`src/rtl/siftkey_pkg.sv`:
```
// Shared types and defaults for the sifted-key BRAM scheduler.
package siftkey_pkg;

   localparam int unsigned SIFTKEY_ADDR_W       = 15;
   localparam int unsigned SIFTKEY_DATA_W       = 64;
   localparam int unsigned SIFTKEY_RD_LATENCY   = 2;
   localparam int unsigned SIFTKEY_WR_BURST_MAX = 8;

   typedef enum logic [1:0] {
      RUN   = 2'd0,
      DRAIN = 2'd1,
      DONE  = 2'd2
   } sched_state_t;

endpackage

```
`src/rtl/siftkey_bram_sched_if.sv`:
```
// Requester, BRAM-port and status signals of the sifted-key BRAM scheduler.
interface siftkey_bram_sched_if
   import siftkey_pkg::*;
#(
   parameter int unsigned ADDR_W = SIFTKEY_ADDR_W,
   parameter int unsigned DATA_W = SIFTKEY_DATA_W
);
   logic              wr_req;
   logic [DATA_W-1:0] wr_data;
   logic              wr_ack;
   logic              rd_req;
   logic              rd_ack;
   logic [DATA_W-1:0] rd_data;
   logic              rd_valid;
   logic              sift_finish;
   logic [ADDR_W-1:0] bram_addr;
   logic [DATA_W-1:0] bram_din;
   logic [DATA_W-1:0] bram_dout;
   logic              bram_en;
   logic              bram_we;
   logic [ADDR_W:0]   level;
   logic              full;
   logic              empty;
   logic              drain_done;
   logic [31:0]       stall_wr_cnt;
   logic [31:0]       stall_rd_cnt;

   modport slave (
      input  wr_req, wr_data, rd_req, sift_finish, bram_dout,
      output wr_ack, rd_ack, rd_data, rd_valid, bram_addr, bram_din, bram_en, bram_we,
      output level, full, empty, drain_done, stall_wr_cnt, stall_rd_cnt
   );

   modport master (
      output wr_req, wr_data, rd_req, sift_finish, bram_dout,
      input  wr_ack, rd_ack, rd_data, rd_valid, bram_addr, bram_din, bram_en, bram_we,
      input  level, full, empty, drain_done, stall_wr_cnt, stall_rd_cnt
   );
endinterface

```
`src/rtl/siftkey_bram_sched_grant_arb.sv`:
```
// Writer-priority two-way arbiter; after WR_BURST_MAX back-to-back writer grants
// with the reader waiting, the reader gets one slot.
module siftkey_grant_arb
   import siftkey_pkg::*;
#(
   parameter int unsigned WR_BURST_MAX = SIFTKEY_WR_BURST_MAX
) (
   input  logic clk_i,
   input  logic clear_i,
   input  logic wr_elig_i,
   input  logic rd_elig_i,
   output logic wr_gnt_o,
   output logic rd_gnt_o
);
   localparam int unsigned CntW = $clog2(WR_BURST_MAX + 1);

   logic [CntW-1:0] burst_q, burst_d;
   logic            rd_turn;

   assign rd_turn  = (burst_q == CntW'(WR_BURST_MAX));
   assign wr_gnt_o = wr_elig_i & ~(rd_elig_i & rd_turn);
   assign rd_gnt_o = rd_elig_i & ~wr_gnt_o;

   // Only writer grants made while the reader waits count toward starvation.
   always_comb begin
      burst_d = burst_q;
      if (!rd_elig_i || rd_gnt_o) begin
         burst_d = '0;
      end else if (wr_gnt_o) begin
         burst_d = burst_q + CntW'(1);
      end
   end

   always_ff @(posedge clk_i) begin
      if (clear_i) begin
         burst_q <= '0;
      end else begin
         burst_q <= burst_d;
      end
   end

endmodule

```
`src/rtl/siftkey_bram_sched.sv`:
```
// Circular-buffer scheduler for the single-port sifted-key BRAM with end-of-sift drain.
// Optional stall counters are built when SIFTKEY_SCHED_STATS_EN is defined.
module siftkey_bram_sched
   import siftkey_pkg::*;
#(
   parameter int unsigned ADDR_W       = SIFTKEY_ADDR_W,
   parameter int unsigned DATA_W       = SIFTKEY_DATA_W,
   parameter int unsigned RD_LATENCY   = SIFTKEY_RD_LATENCY,
   parameter int unsigned WR_BURST_MAX = SIFTKEY_WR_BURST_MAX
) (
   input logic                 clk_i,
   input logic                 reset_i,
   input logic                 restart_i,
   siftkey_bram_sched_if.slave bus
);
   localparam logic [ADDR_W:0]       Depth    = {1'b1, {ADDR_W{1'b0}}};
   localparam logic [RD_LATENCY-1:0] ValidBit = RD_LATENCY'(1) << (RD_LATENCY - 1);

   sched_state_t        state_q, state_d;
   logic                clear, full, empty, in_flight;
   logic                wr_allow, rd_allow, wr_elig, rd_elig, wr_gnt, rd_gnt;
   logic [ADDR_W-1:0]   wr_ptr_q, rd_ptr_q, addr_q, addr;
   logic [ADDR_W:0]     level_q, level_d;
   logic [RD_LATENCY-1:0] rd_pipe_q;
   logic [RD_LATENCY:0]   rd_chain;
   logic [DATA_W-1:0]   rd_data_q;

   assign clear   = reset_i | restart_i;
   assign full    = (level_q == Depth);
   assign empty   = (level_q == '0);
   assign wr_elig = bus.wr_req & ~full & wr_allow & ~clear;
   assign rd_elig = bus.rd_req & ~empty & rd_allow & ~clear;

   siftkey_grant_arb #(
      .WR_BURST_MAX(WR_BURST_MAX)
   ) u_arb (
      .clk_i    (clk_i),
      .clear_i  (clear),
      .wr_elig_i(wr_elig),
      .rd_elig_i(rd_elig),
      .wr_gnt_o (wr_gnt),
      .rd_gnt_o (rd_gnt)
   );

   always_comb begin
      addr    = addr_q;
      level_d = level_q;
      if (wr_gnt) begin
         addr    = wr_ptr_q;
         level_d = level_q + (ADDR_W + 1)'(1);
      end else if (rd_gnt) begin
         addr    = rd_ptr_q;
         level_d = level_q - (ADDR_W + 1)'(1);
      end
   end

   // rd_chain[k] is the read issued k cycles ago; the final stage is rd_valid and
   // rd_data is captured as a read enters it.
   assign rd_chain  = {rd_pipe_q, rd_gnt};
   assign in_flight = |(rd_pipe_q & ~ValidBit);

   always_ff @(posedge clk_i) begin
      if (clear) begin
         wr_ptr_q  <= '0;
         rd_ptr_q  <= '0;
         addr_q    <= '0;
         level_q   <= '0;
         rd_pipe_q <= '0;
         rd_data_q <= '0;
      end else begin
         if (wr_gnt) wr_ptr_q <= wr_ptr_q + ADDR_W'(1);
         if (rd_gnt) rd_ptr_q <= rd_ptr_q + ADDR_W'(1);
         addr_q    <= addr;
         level_q   <= level_d;
         rd_pipe_q <= rd_chain[RD_LATENCY-1:0];
         if (rd_chain[RD_LATENCY-1]) rd_data_q <= bus.bram_dout;
      end
   end

   always_ff @(posedge clk_i) begin
      if (clear) begin
         state_q <= RUN;
      end else begin
         state_q <= state_d;
      end
   end

   always_comb begin
      state_d = state_q;
      unique case (state_q)
         RUN:     if (bus.sift_finish) state_d = DRAIN;
         DRAIN:   if (empty && !in_flight) state_d = DONE;
         DONE:    state_d = DONE;
         default: state_d = RUN;
      endcase
   end

   always_comb begin
      wr_allow = (state_q == RUN);
      rd_allow = (state_q != DONE);
   end

   assign bus.wr_ack     = wr_gnt;
   assign bus.rd_ack     = rd_gnt;
   assign bus.rd_valid   = rd_pipe_q[RD_LATENCY-1];
   assign bus.rd_data    = rd_data_q;
   assign bus.bram_addr  = addr;
   assign bus.bram_din   = bus.wr_data;
   assign bus.bram_en    = wr_gnt | rd_gnt;
   assign bus.bram_we    = wr_gnt;
   assign bus.level      = level_q;
   assign bus.full       = full;
   assign bus.empty      = empty;
   assign bus.drain_done = (state_q == DONE);

`ifdef SIFTKEY_SCHED_STATS_EN
   logic [31:0] stall_wr_q, stall_rd_q;

   always_ff @(posedge clk_i) begin
      if (clear) begin
         stall_wr_q <= '0;
         stall_rd_q <= '0;
      end else begin
         if (bus.wr_req && !wr_gnt && state_q == RUN && stall_wr_q != '1) begin
            stall_wr_q <= stall_wr_q + 32'd1;
         end
         if (bus.rd_req && !rd_gnt && state_q != DONE && stall_rd_q != '1) begin
            stall_rd_q <= stall_rd_q + 32'd1;
         end
      end
   end

   assign bus.stall_wr_cnt = stall_wr_q;
   assign bus.stall_rd_cnt = stall_rd_q;
`else
   assign bus.stall_wr_cnt = '0;
   assign bus.stall_rd_cnt = '0;
`endif

endmodule

```
`src/flat_wrapper.sv`:
```
// flat-port wrapper written by rule: the top's interface ports become plain ports
module siftkey_bram_sched_flat import siftkey_pkg::*;
#(
   parameter int unsigned ADDR_W       = SIFTKEY_ADDR_W,
   parameter int unsigned DATA_W       = SIFTKEY_DATA_W,
   parameter int unsigned RD_LATENCY   = SIFTKEY_RD_LATENCY,
   parameter int unsigned WR_BURST_MAX = SIFTKEY_WR_BURST_MAX
)
  (clk_i, reset_i, restart_i, bus_wr_req, bus_wr_data, bus_rd_req, bus_sift_finish, bus_bram_dout, bus_wr_ack, bus_rd_ack, bus_rd_data, bus_rd_valid, bus_bram_addr, bus_bram_din, bus_bram_en, bus_bram_we, bus_level, bus_full, bus_empty, bus_drain_done, bus_stall_wr_cnt, bus_stall_rd_cnt);
  siftkey_bram_sched_if #(.ADDR_W(ADDR_W), .DATA_W(DATA_W)) bus_i ();
  input logic clk_i;
  input logic reset_i;
  input logic restart_i;
  input wire logic [$bits(bus_i.wr_req)-1:0] bus_wr_req;
  input wire logic [$bits(bus_i.wr_data)-1:0] bus_wr_data;
  input wire logic [$bits(bus_i.rd_req)-1:0] bus_rd_req;
  input wire logic [$bits(bus_i.sift_finish)-1:0] bus_sift_finish;
  input wire logic [$bits(bus_i.bram_dout)-1:0] bus_bram_dout;
  output wire logic [$bits(bus_i.wr_ack)-1:0] bus_wr_ack;
  output wire logic [$bits(bus_i.rd_ack)-1:0] bus_rd_ack;
  output wire logic [$bits(bus_i.rd_data)-1:0] bus_rd_data;
  output wire logic [$bits(bus_i.rd_valid)-1:0] bus_rd_valid;
  output wire logic [$bits(bus_i.bram_addr)-1:0] bus_bram_addr;
  output wire logic [$bits(bus_i.bram_din)-1:0] bus_bram_din;
  output wire logic [$bits(bus_i.bram_en)-1:0] bus_bram_en;
  output wire logic [$bits(bus_i.bram_we)-1:0] bus_bram_we;
  output wire logic [$bits(bus_i.level)-1:0] bus_level;
  output wire logic [$bits(bus_i.full)-1:0] bus_full;
  output wire logic [$bits(bus_i.empty)-1:0] bus_empty;
  output wire logic [$bits(bus_i.drain_done)-1:0] bus_drain_done;
  output wire logic [$bits(bus_i.stall_wr_cnt)-1:0] bus_stall_wr_cnt;
  output wire logic [$bits(bus_i.stall_rd_cnt)-1:0] bus_stall_rd_cnt;
  assign bus_i.wr_req = bus_wr_req;
  assign bus_i.wr_data = bus_wr_data;
  assign bus_i.rd_req = bus_rd_req;
  assign bus_i.sift_finish = bus_sift_finish;
  assign bus_i.bram_dout = bus_bram_dout;
  assign bus_wr_ack = bus_i.wr_ack;
  assign bus_rd_ack = bus_i.rd_ack;
  assign bus_rd_data = bus_i.rd_data;
  assign bus_rd_valid = bus_i.rd_valid;
  assign bus_bram_addr = bus_i.bram_addr;
  assign bus_bram_din = bus_i.bram_din;
  assign bus_bram_en = bus_i.bram_en;
  assign bus_bram_we = bus_i.bram_we;
  assign bus_level = bus_i.level;
  assign bus_full = bus_i.full;
  assign bus_empty = bus_i.empty;
  assign bus_drain_done = bus_i.drain_done;
  assign bus_stall_wr_cnt = bus_i.stall_wr_cnt;
  assign bus_stall_rd_cnt = bus_i.stall_rd_cnt;
  siftkey_bram_sched #(.ADDR_W(ADDR_W), .DATA_W(DATA_W), .RD_LATENCY(RD_LATENCY), .WR_BURST_MAX(WR_BURST_MAX)) u_core (.clk_i(clk_i), .reset_i(reset_i), .restart_i(restart_i), .bus(bus_i));
endmodule
```
`config.mk`:
```
export PLATFORM = sky130hd
export DESIGN_NAME = siftkey_bram_sched_flat
export DESIGN_NICKNAME = d
export VERILOG_FILES = /design/src/rtl/siftkey_pkg.sv /design/src/rtl/siftkey_bram_sched_if.sv /design/src/rtl/siftkey_bram_sched_grant_arb.sv /design/src/rtl/siftkey_bram_sched.sv /design/src/flat_wrapper.sv
export SDC_FILE = /design/constraint.sdc
export NUM_CORES = 1
export LEC_CHECK = 0
export ABC_AREA = 1
export CORE_ASPECT_RATIO = 0.8
export CORE_UTILIZATION = 30
export CTS_CLUSTER_DIAMETER = 100
export DETAILED_ROUTE_END_ITERATION = 8
export GPL_TIMING_DRIVEN = 1
export HOLD_SLACK_MARGIN = 0.03
export PLACE_DENSITY = 0.74
export SYNTH_ARGS = -nofsm -noshare
export SYNTH_HDL_FRONTEND = slang
export SYNTH_SLANG_ARGS = --single-unit
```
`constraint.sdc`:
```
create_clock -name clk_i -period 2.7 [get_ports clk_i]
set_input_delay 0.27 -clock clk_i [delete_from_list [all_inputs] [get_ports clk_i]]
set_output_delay 0.27 -clock clk_i [all_outputs]
set_load 0.02 [all_outputs]
```
==> flow_summary_export.csv <==
group,metric,value,unit
placement,dpl.hpwl,14900,um
logic_synthesis,avgSynthCellArea,7.08,um^2
clocking,cts_root_buffer,"clkbuf_16",
detailed_routing,dr.first_iter.drc_count,386,
clocking,cts_hold_buf,0,
logic_synthesis,synthArstFlopShare,0,
power_and_ir_drop,vdd_drop_max,0.000415,V
sta,fmax,373,MHz
grt,grt_max_degree,79,
setup_path,cp.arrival,2.98,ns
logic_synthesis,synth-edff-count,0,
detailed_routing,drt-vias-per-instance,4.45,
setup_path,cpPeakStageDelay,0.32,ns
setup_path,cpMaxStageDelayCell,"dfxtp_1",
setup_path,reg2regPathDepth,17,
detailed_routing,wl_per_cell,13.9,um
sta,rsz0062_at_grt,"yes",
clocking,cts.sinks,133,
grt,grt_overflow,0,
detailed_routing,totalWireLength,21400,um
logic_synthesis,seq_area_frac_synth,0.359,
setup_path,r2r_setup_slack,0.02,ns
setup_path,r2r_end,"u_core.bus.level[10]",
sta,tightest_slew,0.873,ns
sta,hold_ws,0.406,ns
sta,relSlewSlack,0.418,
detailed_routing,ant_nets,0,
min_path,hold_path.class,"in -> reg",
setup_path,worstSetupStartpoint,"u_core.bus.level[0]",
clocking,h-tree-depth,4,
clocking,clock_latency,0.42,ns
detailed_routing,wl_met2,10200,um
floorplan,die_w,178,um
cells_and_area,num_antenna_cells,0,
detailed_routing,dr.pass1.iters,7,
floorplan,initial_utilization,0.305,
sta,finalCritPeriodShare,0.994,
setup_path,reg2reg_from,"u_core.bus.level[0]",
floorplan,num_rows,51,
logic_synthesis,yosys_warnings,0,
logic_synthesis,synthTopCellsByArea,"dfxtp_1, nand2_1, buf_4",
grt,antenna_found_initial,0,
setup_path,crit_path_end_kind,"register",
setup_path,worstPathMaxFanout,7,
floorplan,die_area,0.0253,mm^2
logic_synthesis,syn_inst,1047,
outcome,status,"finished, violations left",
logic_synthesis,yosys.area.top_type,"dfxtp_1",
power_and_ir_drop,power_density,541,mW/mm^2
detailed_routing,drc,1,
logic_synthesis,synth_area,0.00741,mm^2
sta,report.final.slew_viol_count,0,
logic_synthesis,synth_top_area_frac,0.359,
floorplan,die_y,143,um
sta,layout_setup_ws,0.0162,ns
sta,setup_viol,0,
run,drv_cap,0,
clocking,cts_buffer_depth,2,
placement,io_buffers,172,
sta,layout_min_cycle_time,2.68,ns
setup_path,setup.worst_path.class,"reg -> reg",
grt,grt_pass1_wl,31500,um
cells_and_area,fin_area,0.0103,mm^2
sta,hold_viol,0,
cells_and_area,fillers,2359,
logic_synthesis,yosys-top-cells-count,"nand2_1, buf_4, dfxtp_1",
sta,fin_skew,0.0180,ns
outcome,violations,"design-rule violations",
logic_synthesis,synth_flop_cell,"dfxtp_1",
placement,routabilityCongestion,0.940,
setup_path,startpoint_type,"register",
placement,place_area,0.00914,mm^2
setup_path,crit_end,"u_core.bus.level[10]",
detailed_routing,wl_met1,9540,um
logic_synthesis,synth.most_common_cell,"nand2_1",
logic_synthesis,ys_types,36,
detailed_routing,vias,6871,
grt,track_usage,0.159,
detailed_routing,met3_length,1190,um
logic_synthesis,synth-seq-cells,133,
cells_and_area,area_growth,38.5,%
clocking,cts_tree,"yes",
floorplan,ioPinCount,365,
cells_and_area,drive_above_1_share,0.181,
cells_and_area,final_util,0.422,
cells_and_area,final_nets,1370,
power_and_ir_drop,p_leak,4.11,nW
detailed_routing,highest_layer,"met4",
grt,grt_pass1_vias,6065,
power_and_ir_drop,totalPowerFinal,5.55,mW
floorplan,core,0.0243,mm^2
clocking,cts_buffers,17,
setup_path,path_cells,"nor2_2, nand2_2, nor2_4, nand2_4, nand3_4, nand2_4, buf_6, buf_12, buf_12, ha_4, buf_4, nand2_1, nor2_4, nand3_1, nand3b_1, xor2_1, a21oi_1",
placement,place_ws,-0.320,ns
setup_path,crit_required,3.00,ns
clocking,clkSlewWorstSetupHoldPaths,0.07,ns
[power by group]
part	internal, mW	switching (mW)
combinational	0.468	0.618
clock	1.44	1.00
sequential	1.99	0.0250
[layout by cell type, fill, tap and decap left out, drive strengths merged, types with 4 or more instances in the layout]
cell / Yosys / routed
a21oi: 134 / 134
buf: 146 / 83
clkbuf: 25 / 27
clkdlybuf4s15: 0 / 6
clkdlybuf4s50: 0 / 153
clkinv: 1 / 6
conb: 1 / 64
dfxtp: 133 / 133
dlygate4sd2: 0 / 4
ha: 22 / 22
inv: 75 / 80
nand2: 326 / 326
nand3: 52 / 52
nand4: 4 / 4
nor2: 54 / 54
nor3: 13 / 13
o21ai: 24 / 24
xnor2: 15 / 15
xor2: 13 / 13
[how the worst min path moves through the flow]
stage | to | depth (start not counted) | slack [ns] | startpoint
2_1_floorplan | u_core.bus.rd_data[3] | 2 | 0.41 | bus_bram_dout[3]
3_5_place_dp | u_core.bus.rd_data[19] | 2 | 0.45 | u_core.bus.rd_data[19]
6_report | u_core.bus.rd_data[13] | 3 | 0.41 | bus_bram_dout[13]
4_1_cts | u_core.bus.rd_data[34] | 3 | 0.39 | bus_bram_dout[34]
3_3_place_gp | u_core.u_arb.burst_q[0] | 1 | 0.45 | u_core.u_arb.burst_q[0]
5_1_grt | u_core.bus.rd_data[43] | 3 | 0.39 | bus_bram_dout[43]
[per-stage QoR]
step           setup TNS [ns]  cells
2_1_floorplan               0   1110
3_5_place_dp            -6.79   1497
3_3_place_gp            -4.65   1497
5_1_grt                -0.692   1544
6_report                    0   1544
4_1_cts               -0.0837   1532
[flip-flops by register name, indices dropped and copies added (netlist names)]
name                  flops
u_core.bus.level         16
u_core.state_q            2
u_core.bus.rd_data       64
u_core.rd_ptr_q          15
u_core.u_arb.burst_q      4
u_core.addr_q            15
u_core.wr_ptr_q          15
u_core.rd_pipe_q          2
[kinds of logic (layout without fill, tap and decap cells)]
group | after synthesis | count (layout) | share of synthesized area
other | 1 | 64 | 0.000506
XOR/XNOR | 28 | 28 | 0.0331
buffers and inverters | 247 | 363 | 0.200
flip-flops | 133 | 133 | 0.359
adder cells (fa/ha/maj) | 23 | 23 | 0.0399
AO/OA/AOI/OAI | 161 | 161 | 0.116
AND/OR/NAND/NOR | 454 | 454 | 0.251
[worst max-delay path, delay by kind of cell (launching register included)]
kind | cells | cell delay [ns]
AND/OR/NAND/NOR | 10 | 1.17
adder cells (fa/ha/maj) | 1 | 0.29
AO/OA/AOI/OAI | 1 | 0.08
XOR/XNOR | 1 | 0.17
buffers and inverters | 4 | 0.55
flip-flops | 1 | 0.32
[metal layers]
layer  GRT usage  vias to the layer above
li1            -                     3460
met4      0.0603                        0
met5           0                        -
met2       0.249                      188
met3      0.0462                       47
met1       0.205                     3176
[cell type report]
| type | instances | area, um^2 | area share |
|---|---|---|---|
| sequential | 133 | 2670 | 0.260 |
| inverter | 76 | 299 | 0.0292 |
| clock buffer | 19 | 453 | 0.0442 |
| tap | 318 | 398 | 0.0388 |
| clock inverter | 13 | 160 | 0.0156 |
| multi-input combinational | 730 | 3880 | 0.378 |
| timing repair buffer | 255 | 2400 | 0.234 |
[repair_timing]
item / 4_1_cts / 5_1_grt
gates resized for setup: 43 / 94
buffers inserted: 2 / 12
pin swaps: 3 / 26
setup endpoints to repair: 21 / 26
gates cloned: 1 / 0
Power figures use the tool's default switching activity.
